### src/rtl/fft_stage_scheduler.sv
// Frame scheduler for the SDF FFT pipeline: slot tracking, zero-pad completion, per-stage enables.
// Optional FFT_SCHED_ERR_CNT_EN adds a saturating 16-bit framing-error counter (err_cnt).
module fft_stage_scheduler #(
   parameter int unsigned LAYERS     = 5,
   parameter int unsigned STAGE_PIPE = 3
) (
   input  logic              clk,
   input  logic              rst,
   input  logic              in_valid,
   input  logic              in_last,
   output logic              in_ready,
   output logic              pad,
   output logic [LAYERS-1:0] stage_en,
   output logic              out_valid,
   output logic              out_first,
   output logic              out_last,
   output logic              frame_err,
   output logic              busy
`ifdef FFT_SCHED_ERR_CNT_EN
   ,
   output logic [15:0]       err_cnt
`endif
);

   localparam int unsigned N = 1 << LAYERS;
   localparam int unsigned L = (N - 1) + LAYERS * STAGE_PIPE;

   localparam logic [1:0] StIdle = 2'd0;
   localparam logic [1:0] StRun  = 2'd1;
   localparam logic [1:0] StPad  = 2'd2;

   // Cumulative delay-line length up to stage s plus the fixed per-stage pipeline.
   function automatic int unsigned stage_off(input int unsigned s);
      int unsigned o;
      o = 0;
      for (int unsigned k = 0; k <= s; k++) begin
         o += 1 << (LAYERS - 1 - k);
      end
      return o + s * STAGE_PIPE;
   endfunction

   logic [1:0]        state_q, state_d;
   logic [LAYERS-1:0] cnt_q, cnt_d;
   logic [LAYERS-1:0] out_cnt_q;
   logic [L-1:0]      slot_sr;
   logic              err_q, err_d;
   logic              acc, slot, cnt_max;

   always_comb begin
      in_ready = (state_q != StPad);
      pad      = ((state_q == StRun) && !in_valid) || (state_q == StPad);
      acc      = in_valid && in_ready;
      slot     = acc || pad;
      cnt_max  = &cnt_q;
      state_d  = state_q;
      cnt_d    = cnt_q;
      if (slot) begin
         if (cnt_max) begin
            state_d = StIdle;
            cnt_d   = '0;
         end else begin
            state_d = pad ? StPad : StRun;
            cnt_d   = cnt_q + 1'b1;
         end
      end
      err_d = ((state_q == StRun) && !in_valid && !cnt_max) ||
              (acc && in_last && !cnt_max) ||
              (acc && !in_last && cnt_max);
   end

   always_ff @(posedge clk or posedge rst) begin
      if (rst) begin
         state_q <= StIdle;
         cnt_q   <= '0;
         slot_sr <= '0;
         err_q   <= 1'b0;
      end else begin
         state_q <= state_d;
         cnt_q   <= cnt_d;
         slot_sr <= {slot_sr[L-2:0], slot};
         err_q   <= err_d;
      end
   end

   // Every frame occupies exactly N contiguous slots, so a mod-N count of delayed
   // slots reproduces the input-side cnt at the output.
   always_ff @(posedge clk or posedge rst) begin
      if (rst) begin
         out_cnt_q <= '0;
      end else if (out_valid) begin
         out_cnt_q <= out_cnt_q + 1'b1;
      end
   end

   for (genvar s = 0; s < LAYERS; s++) begin : g_stage
      localparam int unsigned Off = stage_off(s);
      assign stage_en[s] = slot_sr[Off-1];
   end

   assign out_valid = slot_sr[L-1];
   assign out_first = out_valid && (out_cnt_q == '0);
   assign out_last  = out_valid && (&out_cnt_q);
   assign frame_err = err_q;
   assign busy      = (state_q != StIdle) || (|slot_sr);

`ifdef FFT_SCHED_ERR_CNT_EN
   always_ff @(posedge clk or posedge rst) begin
      if (rst) begin
         err_cnt <= '0;
      end else if (err_q && (err_cnt != 16'hFFFF)) begin
         err_cnt <= err_cnt + 16'd1;
      end
   end
`endif

endmodule

### config.mk
export PLATFORM = sky130hd
export DESIGN_NAME = fft_stage_scheduler
export DESIGN_NICKNAME = d
export VERILOG_FILES = /design/src/rtl/fft_stage_scheduler.sv
export SDC_FILE = /design/constraint.sdc
export NUM_CORES = 1
export LEC_CHECK = 0
export BUFFER_PORTS_ARGS = -buffer_cell sky130_fd_sc_hd__buf_4
export CAP_MARGIN = 10
export CORE_UTILIZATION = 40
export DETAILED_ROUTE_END_ITERATION = 10
export PLACE_DENSITY_LB_ADDON = 0.12
export SYNTH_ARGS = -nofsm -noshare
export SYNTH_HDL_FRONTEND = slang
export SYNTH_SLANG_ARGS = --single-unit
### constraint.sdc
create_clock -name clk -period 3.2 [get_ports clk]
set_clock_uncertainty 0.15 [all_clocks]
set_input_delay 0 -clock clk [delete_from_list [all_inputs] [get_ports clk]]
set_output_delay 0 -clock clk [all_outputs]
set_load 0.1 [all_outputs]
# Yosys cells after proc, flatten, opt, wreduce, memory -nomap -nowiden
# Cells that the tools add are included.
# totals
ff_bits,59
inputBits,4
word_cells,35
# classes
addsub,2
n_eq_ne,3
mux,3
reduce_logical,22
# ops
operator,count
$reduce_or A46 Y1,1
$add A5 B1 Y5 const B,2
$reduce_and A5 Y1,2
$logic_and A1 B1 Y1,9
$logic_not A5 Y1,1
$logic_or A1 B1 Y1,5
$mux W5,1
$mux W2,2
$logic_not A1 Y1,3
$eq A2 B1 Y1 const B,1
$eq A2 B2 Y1 const B,1
$ne A2 B2 Y1 const B,1
$reduce_bool A2 Y1,1

# Logic depth before layout (Yosys ltp)
# Gate-level depths: netlist of run 1.
# depth
ltp_word,6
depth_mapped,6

# Worst setup path after synthesis of run 1
# No wires, ideal clock.
# synth_timing
kind,register to output
from,register state_q[0]
to,output pad
arrival_ns,2.118
required_ns,3.050
path_slack_ns,0.932
path_stages_with_launch,3
path_buffers,0
path_cell_list,dfrtp_1 nand2b_1 nand2_1
# synth_between
elab_chain_len,3
elab_cells_between_ends,4
# synth_rtl
item,line_no,text
"start, declared",42,"logic [1:0] state_q, state_d;"
"start signal, assigned",73,state_q <= StIdle;
"start signal, assigned",78,state_q <= state_d;
$eq A2 B1 Y1,51,pad = ((state_q == StRun) && !in_valid) || (state_q == StPad);
$logic_and A1 B1 Y1,51,
$logic_or A1 B1 Y1 (*),51,
"end, declared",12,"output logic pad,"
# Every way passes the cells marked *; elsewhere a longest branch is shown, timed or not.

# Worst setup path after layout of run 1
# layout_timing
from,register cnt_q[0]
to,"register err_q, in the netlist frame_err"
# layout_between
elab_chain_len,5
elab_cells_between_ends,7
# layout_rtl
item,line_no,text
"start, declared",43,"logic [LAYERS-1:0] cnt_q, cnt_d;"
"start signal, assigned",79,cnt_q <= cnt_d;
$reduce_and A5 Y1 (*),54,cnt_max = &cnt_q;
$logic_not A1 Y1,"66, 67",
"$logic_and A1 B1 Y1, on equally long branches","66, 67",
$logic_or A1 B1 Y1,66,err_d = ((state_q == StRun) && !in_valid && !cnt_max) ||
$logic_or A1 B1 Y1 (*),67,(acc && in_last && !cnt_max) ||
via err_d,46,"logic err_q, err_d;"
"end signal, assigned",81,err_q <= err_d;
"end, declared",46,
# Mark *: on every way through the listed nets, which the timed path passes. The rest lies on a longest branch.
# A chain may end at the register's enable or synchronous reset.

==> results by group, run 1 <==
Run status
  – Run status: finished clean

Worst hold path
  – Min-Delay Path Class: flop to flop

Placement
  – Dpl cells: 207
  – Global placer's final weighted congestion: 0.696
  – # port buffers: 15
  – Placement Cell Area: 0.00214 mm²
  – Pre-CTS WS: 1470 ps
  – DP HPWL: 2.02 mm

GRT
  – Remaining global-route overflow: 0
  – First-pass GRT wire length: 5.23 mm
  – Maximum number of pins on one net before global-route repair: 47
  – Vias in the first global route: 1134
  – Antenna violations before repair: 0
  – Total GRT Usage: 14.5%

Clock network
  – CTS Sinks: 59
  – CTS buffer count: 9
  – Max Root-Sink Buffers: 2
  – H-tree depth: 3
  – Worst skew pair latency: 330 ps
  – Root Driver: clkbuf_8
  – Post-CTS sizing: 0
  – CTS tree: done
  – Clk slew on worst S/H paths: 70 ps

Pwr
  – Leakage: 1.04 nW
  – Worst vdd rail ir drop: 0.460 mV
  – Pwr dens: 1060 mW/mm²
  – Tot Pwr: 0.00256 W

Setup path
  – Required time worst endpoint: 3260 ps
  – CP Max Fanout: 5
  – WS Path Type: flop to flop
  – Crit path capture type: flop
  – Worst Setup Start Kind: flop
  – Worst EP arrival: 2780 ps

Timing
  – Fin crit period: 2720 ps
  – Crit share post-route: 85.1%
  – Fin. Hold Viols: 0
  – RSZ-0062 raised after global routing: false
  – Rel. slew slack: 39.9%
  – F_max: 367 MHz
  – Slew @ Worst Pin: 901 ps
  – Final setup viols: 0
  – Slew Viols, Final: 0
  – Final worst slack: 478 ps
  – Final TNS setup: 0 ps

Final layout
  – Layout cells sized above 1: 21.7%
  – Synth-to-Final Area Change: 20.8%
  – Leading cell types in the layout, fill and taps excluded: dfrtp_1, buf_4, nor4_1, clkbuf_8, ha_1
  – Fillcell total: 430
  – ANT cells: 0
  – Reg area: 0.00148 mm²
  – Multi-input gate area: 442 µm²
  – Design Area, Final: 0.00242 mm²
  – Commonest non-fill, non-tap cell in the layout: dfrtp_1
  – Final non-filler cell total: 228
  – Layout Nets: 166

Route
  – First-pass DRT Iterations: 4
  – Antenna Nets Post-Route: 0
  – WL final: 3.06 mm
  – DR vias/cell: 4.73
  – Residual DRC: 0
  – First DRT Iteration DRCs: 64
  – WL/cell: 13.4 µm
  – Vias: 1079

Floorplan
  – I/O Pins: 16
  – Std-Cell Core Area: 0.00475 mm²
  – Die X: 72.7 µm
  – Die Y: 72.7 µm
  – Die Area: 0.00529 mm²
  – Starting Density: 42.1%
  – Row Count: 25

Synth
  – Yosys cell types: 30
  – Ranking of synthesized cells by area: dfrtp_1, ha_1, nor4_1
  – Sequential-to-total area share from yosys stat: 73.8%
  – FF+latch count, synth: 59
  – Post-synth top flop: dfrtp_1
  – Yosys top cell area share: 73.8%
  – Syn_area_per_cell: 15.2 µm²
  – Synthesized area: 0.00200 mm²
  – Asr flop ratio synth: 100%
  – YS warnings: 0
  – Number of synthesized flops with an enable pin: 0
  – Mapped Cells: 132
  – Area leader, netlist: dfrtp_1
  – Synth Net Count: 142

Run
  – Number of max-cap violations: 0
flip-flops by register name, indices dropped and copies added (netlist names):
signal,cells
slot_sr,46
cnt_q,5
out_cnt_q,5
frame_err,1
state_q,2
timing repair:
action | 4_1_cts | 5_1_grt
hold buffers | 5 | 0
endpoints found under the setup margin | 0 | 0
setup buffers | 0 | 0
endpoints found under the hold margin | 52 | 0
power by group:
part           internal (W)  total [W]  switching [W]  leakage, nW
logic              0.000192   0.000628       0.000436        0.293
clock network      0.000476   0.000752       0.000275        0.119
registers           0.00101    0.00118       0.000174        0.624
path summary, 6_finish.rpt:
| check | slack (ps) | from | cells after the start | endpoint |
|---|---|---|---|---|
| max | 480 | cnt_q[0] | 7 | frame_err |
| min | 220 | slot_sr[22] | 0 | slot_sr[23] |
| max reg2reg | 480 | cnt_q[0] | 7 | frame_err |
| min reg2reg | 220 | slot_sr[22] | 0 | slot_sr[23] |
| max in group asynchronous | 1890 | rst | 4 | slot_sr[20] |
| min in group asynchronous | 280 | rst | 3 | slot_sr[25] |
per-stage QoR:
stage	util (%)	hold WS, ps
2_1_floorplan	-	27.3
3_3_place_gp	45.0	97.6
3_5_place_dp	45.0	105
4_1_cts	50.8	223
5_1_grt	50.8	228
6_report	50.8	218
synth_stat cells, types with 3 or more instances:
library cell	count
nand4_1	4
nand2b_1	3
nand2_1	5
dfrtp_1	59
nor2_1	3
buf_4	5
inv_1	5
ha_1	6
nor4_1	12
and3_1	3
area by class of cell:
type                            count  area share, %
Timing Repair Buffer               21           7.04
Sequential cell                    59           61.1
Clock buffer                       11           6.26
Multi-Input combinational cell     60           18.3
Inverter                            5          0.776
Clock inverter                      5           3.11
Tap cell                           67           3.47
routing by layer:
metal  routed length (µm)  GRT usage, %
met1                 1370          17.0
met2                 1480          20.6
met3                  191          9.67
met4                   23          6.54
met5                    0             0
kinds of logic (layout without fill, tap and decap cells):
family,Yosys count,count (layout),share of synthesized area (%)
DFF,59,59,73.8
xor gates and xnor gates,4,4,1.75
buffers and inverters,13,42,4.19
AOI/OAI and AO/OA,11,11,3.88
muxes,4,4,2.56
adders and majority gates,6,6,3.75
and+or+nand+nor,35,35,10.1
worst max-delay path, stage by stage, from the launching register on:
cell           delay, ps
dfrtp_1              400
ha_1                 230
and3_1               210
ha_1                 230
o2111ai_1            190
dlygate4sd3_1        560
o21ai_0               70
dlygate4sd3_1        560
No activity file was read; power rests on OpenSTA's default activity.
==> inputs of run 2 (changes only) <==
--- a/config.mk
+++ b/config.mk
@@ -9,7 +9,6 @@
 export CAP_MARGIN = 10
 export CORE_UTILIZATION = 40
 export DETAILED_ROUTE_END_ITERATION = 10
-export PLACE_DENSITY_LB_ADDON = 0.12
 export SYNTH_ARGS = -nofsm -noshare
 export SYNTH_HDL_FRONTEND = slang
 export SYNTH_SLANG_ARGS = --single-unit
==> run 2 against run 1 <==
Clock power down 15%. Register-to-register slack worse by 80 ps. Wire length up 6.9%. Fmax down 2.7%. Largest power group unchanged.
==> results by group, run 2 (synthesis gave the netlist of run 1 again) <==
Clock network
  – CTS buffer count: 9
  – Max Root-Sink Buffers: 2
  – Clk slew on worst S/H paths: 60 ps
  – H-tree depth: 3
  – CTS Sinks: 59
  – Post-CTS Setup Bufs: 0
  – Root Driver: clkbuf_8
  – CTS tree: done
  – Post-CTS sizing: 0
  – Worst skew pair latency: 330 ps

Setup path
  – Crit path largest cell delay: 570 ps
  – R2R Path Start: cnt_q[0]
  – Crit path capture type: flop
  – CP Max Fanout: 5
  – Top delay family on crit path: buffers and inverters
  – Worst Path Buf+Inv: 2
  – CP max-delay cell: dlygate4sd3_1
  – Cell Chain, Critical Path: ha_1 > and3_1 > ha_1 > o2111ai_1 > dlygate4sd3_1 > o21ai_0 > dlygate4sd3_1
  – R2r setup slk: 400 ps
  – Critical Path Source: cnt_q[0]
  – WS Path Type: flop to flop
  – Required time worst endpoint: 3260 ps
  – Worst Setup Start Kind: flop
  – Worst EP arrival: 2850 ps

Timing
  – Final TNS setup: 0 ps
  – F_max: 357 MHz
  – Fin crit period: 2800 ps
  – RSZ-0062 raised after global routing: false
  – Slew @ Worst Pin: 945 ps
  – Fin. Hold Viols: 0
  – Rel. slew slack: 36.9%
  – Crit share post-route: 87.4%
  – Final setup viols: 0
  – Final worst slack: 402 ps
  – Slew Viols, Final: 0

GRT
  – Maximum number of pins on one net before global-route repair: 48
  – Antenna violations before repair: 0
  – Remaining global-route overflow: 0
  – First-pass GRT wire length: 5.60 mm
  – Total GRT Usage: 15.1%
  – Vias in the first global route: 1202

Final layout
  – Largest register FFs: 46
  – Commonest non-fill, non-tap cell in the layout: dfrtp_1
  – Leading cell types in the layout, fill and taps excluded: dfrtp_1, buf_4, nor4_1, clkbuf_8, ha_1
  – Layout cells sized above 1: 19.3%
  – ANT cells: 0
  – Synth-to-Final Area Change: 18.8%
  – Layout Nets: 166
  – Final non-filler cell total: 228
  – Largest regs: slot_sr: 46 flops, cnt_q: 5 flops, out_cnt_q: 5 flops
  – Biggest register: slot_sr
  – Layout Utilization: 50.0%

Pwr
  – Pwr dens: 1030 mW/mm²
  – Worst vdd rail ir drop: 0.653 mV
  – Leakage: 1.01 nW
  – Tot Pwr: 0.00246 W

Floorplan
  – Die X: 72.7 µm
  – Std-Cell Core Area: 0.00475 mm²
  – Die Y: 72.7 µm
  – Die Area: 0.00529 mm²
  – Row Count: 25
  – I/O Pins: 16
  – Starting Density: 42.1%

Placement
  – # port buffers: 15
  – DP HPWL: 1.99 mm
  – Pre-CTS WS: 1430 ps
  – Global placer's final weighted congestion: 0.775
  – Dpl cells: 207

Route
  – WL/cell: 14.3 µm
  – WL final: 3.27 mm
  – Residual DRC: 0
  – DR vias/cell: 4.86
  – First-pass DRT Iterations: 4
  – First DRT Iteration DRCs: 47
  – Antenna Nets Post-Route: 0
  – Vias: 1107

Run
  – Number of max-cap violations: 0

Worst hold path
  – Worst hold start: slot_sr[12]
  – Min-Delay Path Class: flop to flop

Run status
  – Run status: finished clean
run 2: through the flow:
stage                     hold WS, ps  area [µm²]
after floorplan                  27.3        2000
after global placement            118        2140
after detailed placement          131        2140
after CTS                         225        2380
after global routing              241        2380
final                             225        2380
run 2: path summary, 6_finish.rpt:
| check | cells after the start | to |
|---|---|---|
| worst max-delay path | 7 | frame_err |
| worst min-delay path | 0 | slot_sr[13] |
| max in group asynchronous | 4 | slot_sr[14] |
| min in group asynchronous | 3 | slot_sr[36] |
| worst min register to register | 0 | slot_sr[13] |
| worst max register to register | 7 | frame_err |
run 2: layer usage:
layer | global-route usage [%] | up-vias | share of wire [%]
li1 | - | 505 | -
met1 | 18.0 | 575 | 47
met2 | 22.0 | 25 | 47
met3 | 9.53 | 2 | 5.4
met4 | 5.88 | 0 | 0.37
met5 | 0 | - | 0
run 2: where the power goes:
group | internal, W | switching (W) | total [W]
Sequential | 0.00101 | 0.000176 | 0.00119
Clock | 0.000381 | 0.000261 | 0.000642
Combinational | 0.000192 | 0.000439 | 0.000632
Total | 0.00158 | 0.000876 | 0.00246
run 2: final cells by class:
type | instances | area [µm²]
Multi-Input combinational cell | 60 | 442
Fill cell | 422 | 2380
Clock inverter | 2 | 35.0
Timing Repair Buffer | 21 | 170
Sequential cell | 59 | 1480
Inverter | 5 | 18.8
Tap cell | 67 | 83.8
Clock buffer | 14 | 153
run 2: repair_timing:
action / in CTS / in global routing
hold endpoints to repair: 53 / 0
endpoints found under the setup margin: 0 / 0
hold buffers: 5 / 0
==> inputs of run 3 (changes only) <==
--- a/config.mk
+++ b/config.mk
@@ -9,6 +9,7 @@
 export CAP_MARGIN = 10
 export CORE_UTILIZATION = 40
 export DETAILED_ROUTE_END_ITERATION = 10
+export SKIP_LAST_GASP = 1
 export SYNTH_ARGS = -nofsm -noshare
 export SYNTH_HDL_FRONTEND = slang
 export SYNTH_SLANG_ARGS = --single-unit
==> constraint.sdc (replaced) <==
create_clock -name clk -period 3.2 [get_ports clk]
set_clock_uncertainty 0.15 [all_clocks]
set_input_delay 0.16 -clock clk [delete_from_list [all_inputs] [get_ports clk]]
set_output_delay 0.16 -clock clk [all_outputs]
set_load 0.1 [all_outputs]
==> run 3 against run 2 <==
Cell area grew 0.42%. Register-to-register slack gained 1100 ps. Non-clock buffer count shrank 3.
==> results by group, run 3 (synthesis gave the netlist of run 1 again) <==
Worst hold path
  – WHS Endpoint: frame_err
  – Worst hold start: in_valid
  – Min-Delay Path Depth: 3
  – Min-Delay Path Class: input pin to flop

Route
  – DR vias/cell: 4.74
  – Vias: 1061
  – WL final: 2.95 mm
  – Residual DRC: 0
  – Antenna Nets Post-Route: 0
  – First DRT Iteration DRCs: 52
  – WL/cell: 13.2 µm
  – First-pass DRT Iterations: 3

GRT
  – Remaining global-route overflow: 0
  – First-pass GRT wire length: 5.24 mm
  – Total GRT Usage: 14.2%
  – Antenna violations before repair: 0
  – Vias in the first global route: 1111
  – Maximum number of pins on one net before global-route repair: 60

Final layout
  – Commonest non-fill, non-tap cell in the layout: dfrtp_1
  – Largest register FFs: 46
  – Final non-filler cell total: 224
  – ANT cells: 0
  – Synth-to-Final Area Change: 19.3%
  – Layout Nets: 163
  – Fillcell total: 428
  – Layout cells sized above 1: 21.7%
  – Leading cell types in the layout, fill and taps excluded: dfrtp_1, buf_4, nor4_1, clkbuf_8, ha_1
  – Largest regs: slot_sr: 46 flops, cnt_q: 5 flops, out_cnt_q: 5 flops
  – Biggest register: slot_sr

Placement
  – Global placer's final weighted congestion: 0.742
  – Pre-CTS WS: 1390 ps
  – Dpl cells: 206
  – DP HPWL: 1.90 mm
  – # port buffers: 15

Clock network
  – Clk slew on worst S/H paths: 70 ps
  – CTS buffer count: 9
  – Root Driver: clkbuf_8
  – Post-CTS Setup Bufs: 0
  – CTS tree: done
  – CTS Sinks: 59
  – Post-CTS sizing: 0
  – Worst skew pair latency: 330 ps
  – H-tree depth: 3
  – Max Root-Sink Buffers: 2
  – # hold bufs at CTS: 1

Setup path
  – WS Path Type: flop to output pin
  – R2r worst-path depth: 6
  – Reg2reg end: cnt_q[3]
  – CP max-delay cell: dfrtp_1
  – Worst EP arrival: 1860 ps
  – Worst Setup Start Kind: flop
  – Cell Chain, Critical Path: nor4_1 > nand4_1 > or3_1 > buf_4
  – CP Max Fanout: 10
  – Required time worst endpoint: 2890 ps
  – R2R Path Start: cnt_q[0]
  – Crit path capture type: output pin
  – Critical Path Source: slot_sr[45]
  – R2r setup slk: 1540 ps
  – Worst Path Buf+Inv: 1
  – Top delay family on crit path: simple AND/OR/NAND/NOR gates
  – Crit path largest cell delay: 480 ps

Timing
  – Crit share post-route: 67.7%
  – Final worst slack: 1030 ps
  – Slew @ Worst Pin: 322 ps
  – Slew Viols, Final: 0
  – Final setup viols: 0
  – Final TNS setup: 0 ps
  – Rel. slew slack: 78.5%
  – Fin. Hold Viols: 0
  – Fin crit period: 2170 ps
  – RSZ-0062 raised after global routing: false
  – F_max: 461 MHz

Pwr
  – Worst vdd rail ir drop: 0.960 mV
  – Sw Share: 34.8%
  – Clock power frac: 28.6%
  – Internal Power: 0.00165 W
  – Pwr dens: 1060 mW/mm²
  – Sequential share of power: 46.9%
  – Leakage: 1.02 nW
  – NetSw: 0.000877 W
  – Tot Pwr: 0.00252 W
  – Combinational Power Share: 24.5%

Floorplan
  – Std-Cell Core Area: 0.00475 mm²
  – Die X: 72.7 µm
  – Die Area: 0.00529 mm²
  – Row Count: 25
  – Starting Density: 42.1%
  – Die Y: 72.7 µm
  – I/O Pins: 16

Run status
  – Run status: finished clean

Run
  – Number of max-cap violations: 0
## run 3: cell types whose count changed in the layout (fill, tap and decap cells not counted), sizes merged
cell	previous run	this run
bufinv	1	2
clkinv	1	2
dlygate4sd3	5	2
clkinvlp	0	1
clkbuf	14	10
## run 3: power groups by stage
stage                     clock network, W  registers (W)  logic, W
after global routing              0.000780        0.00122  0.000660
final                             0.000722        0.00118  0.000617
after detailed placement                 0        0.00119  0.000620
after floorplan                          0        0.00118  0.000522
after CTS                         0.000747        0.00119  0.000620
after global placement                   0        0.00118  0.000610
## run 3: per-stage QoR
stage | hold WS (ps) | util, % | instance area (µm²)
after floorplan | 187 | - | 2000
after global placement | 208 | 44.9 | 2130
after detailed placement | 211 | 44.9 | 2130
after CTS | 0.855 | 49.6 | 2360
after global routing | 17.4 | 50.2 | 2390
final | 18.1 | 50.2 | 2390
## run 3: area by class of cell
cell class	count	area [µm²]	share of cell area (%)
well taps	67	83.8	3.51
flip-flops and latches	59	1480	61.8
multi-input cells	60	442	18.5
clock inverters	5	77.6	3.25
inverters	5	18.8	0.786
clock buffers	10	138	5.76
repair buffers	18	153	6.39
## run 3: layer usage
metal | GRT usage [%] | up-vias | routed length [µm]
met1 | 18.0 | 533 | 1400
met4 | 5.88 | 0 | 29
met3 | 8.70 | 4 | 154
li1 | - | 500 | -
met2 | 19.4 | 24 | 1370
met5 | 0 | - | 0
## run 3: how the worst max path moves through the flow
stage / end / cells past startpoint
CTS: busy / 4
global placement: busy / 4
global route: busy / 4
finish: busy / 4
detailed placement: busy / 4
floorplan: pad / 2
## run 3: worst reg2reg max path, stage by stage, from the launching register on
cell and delay [ps]:
dfrtp_1 400, ha_1 240, and3_1 210, ha_1 230, nand2b_1 150, o32ai_1 110
a31o_1 130
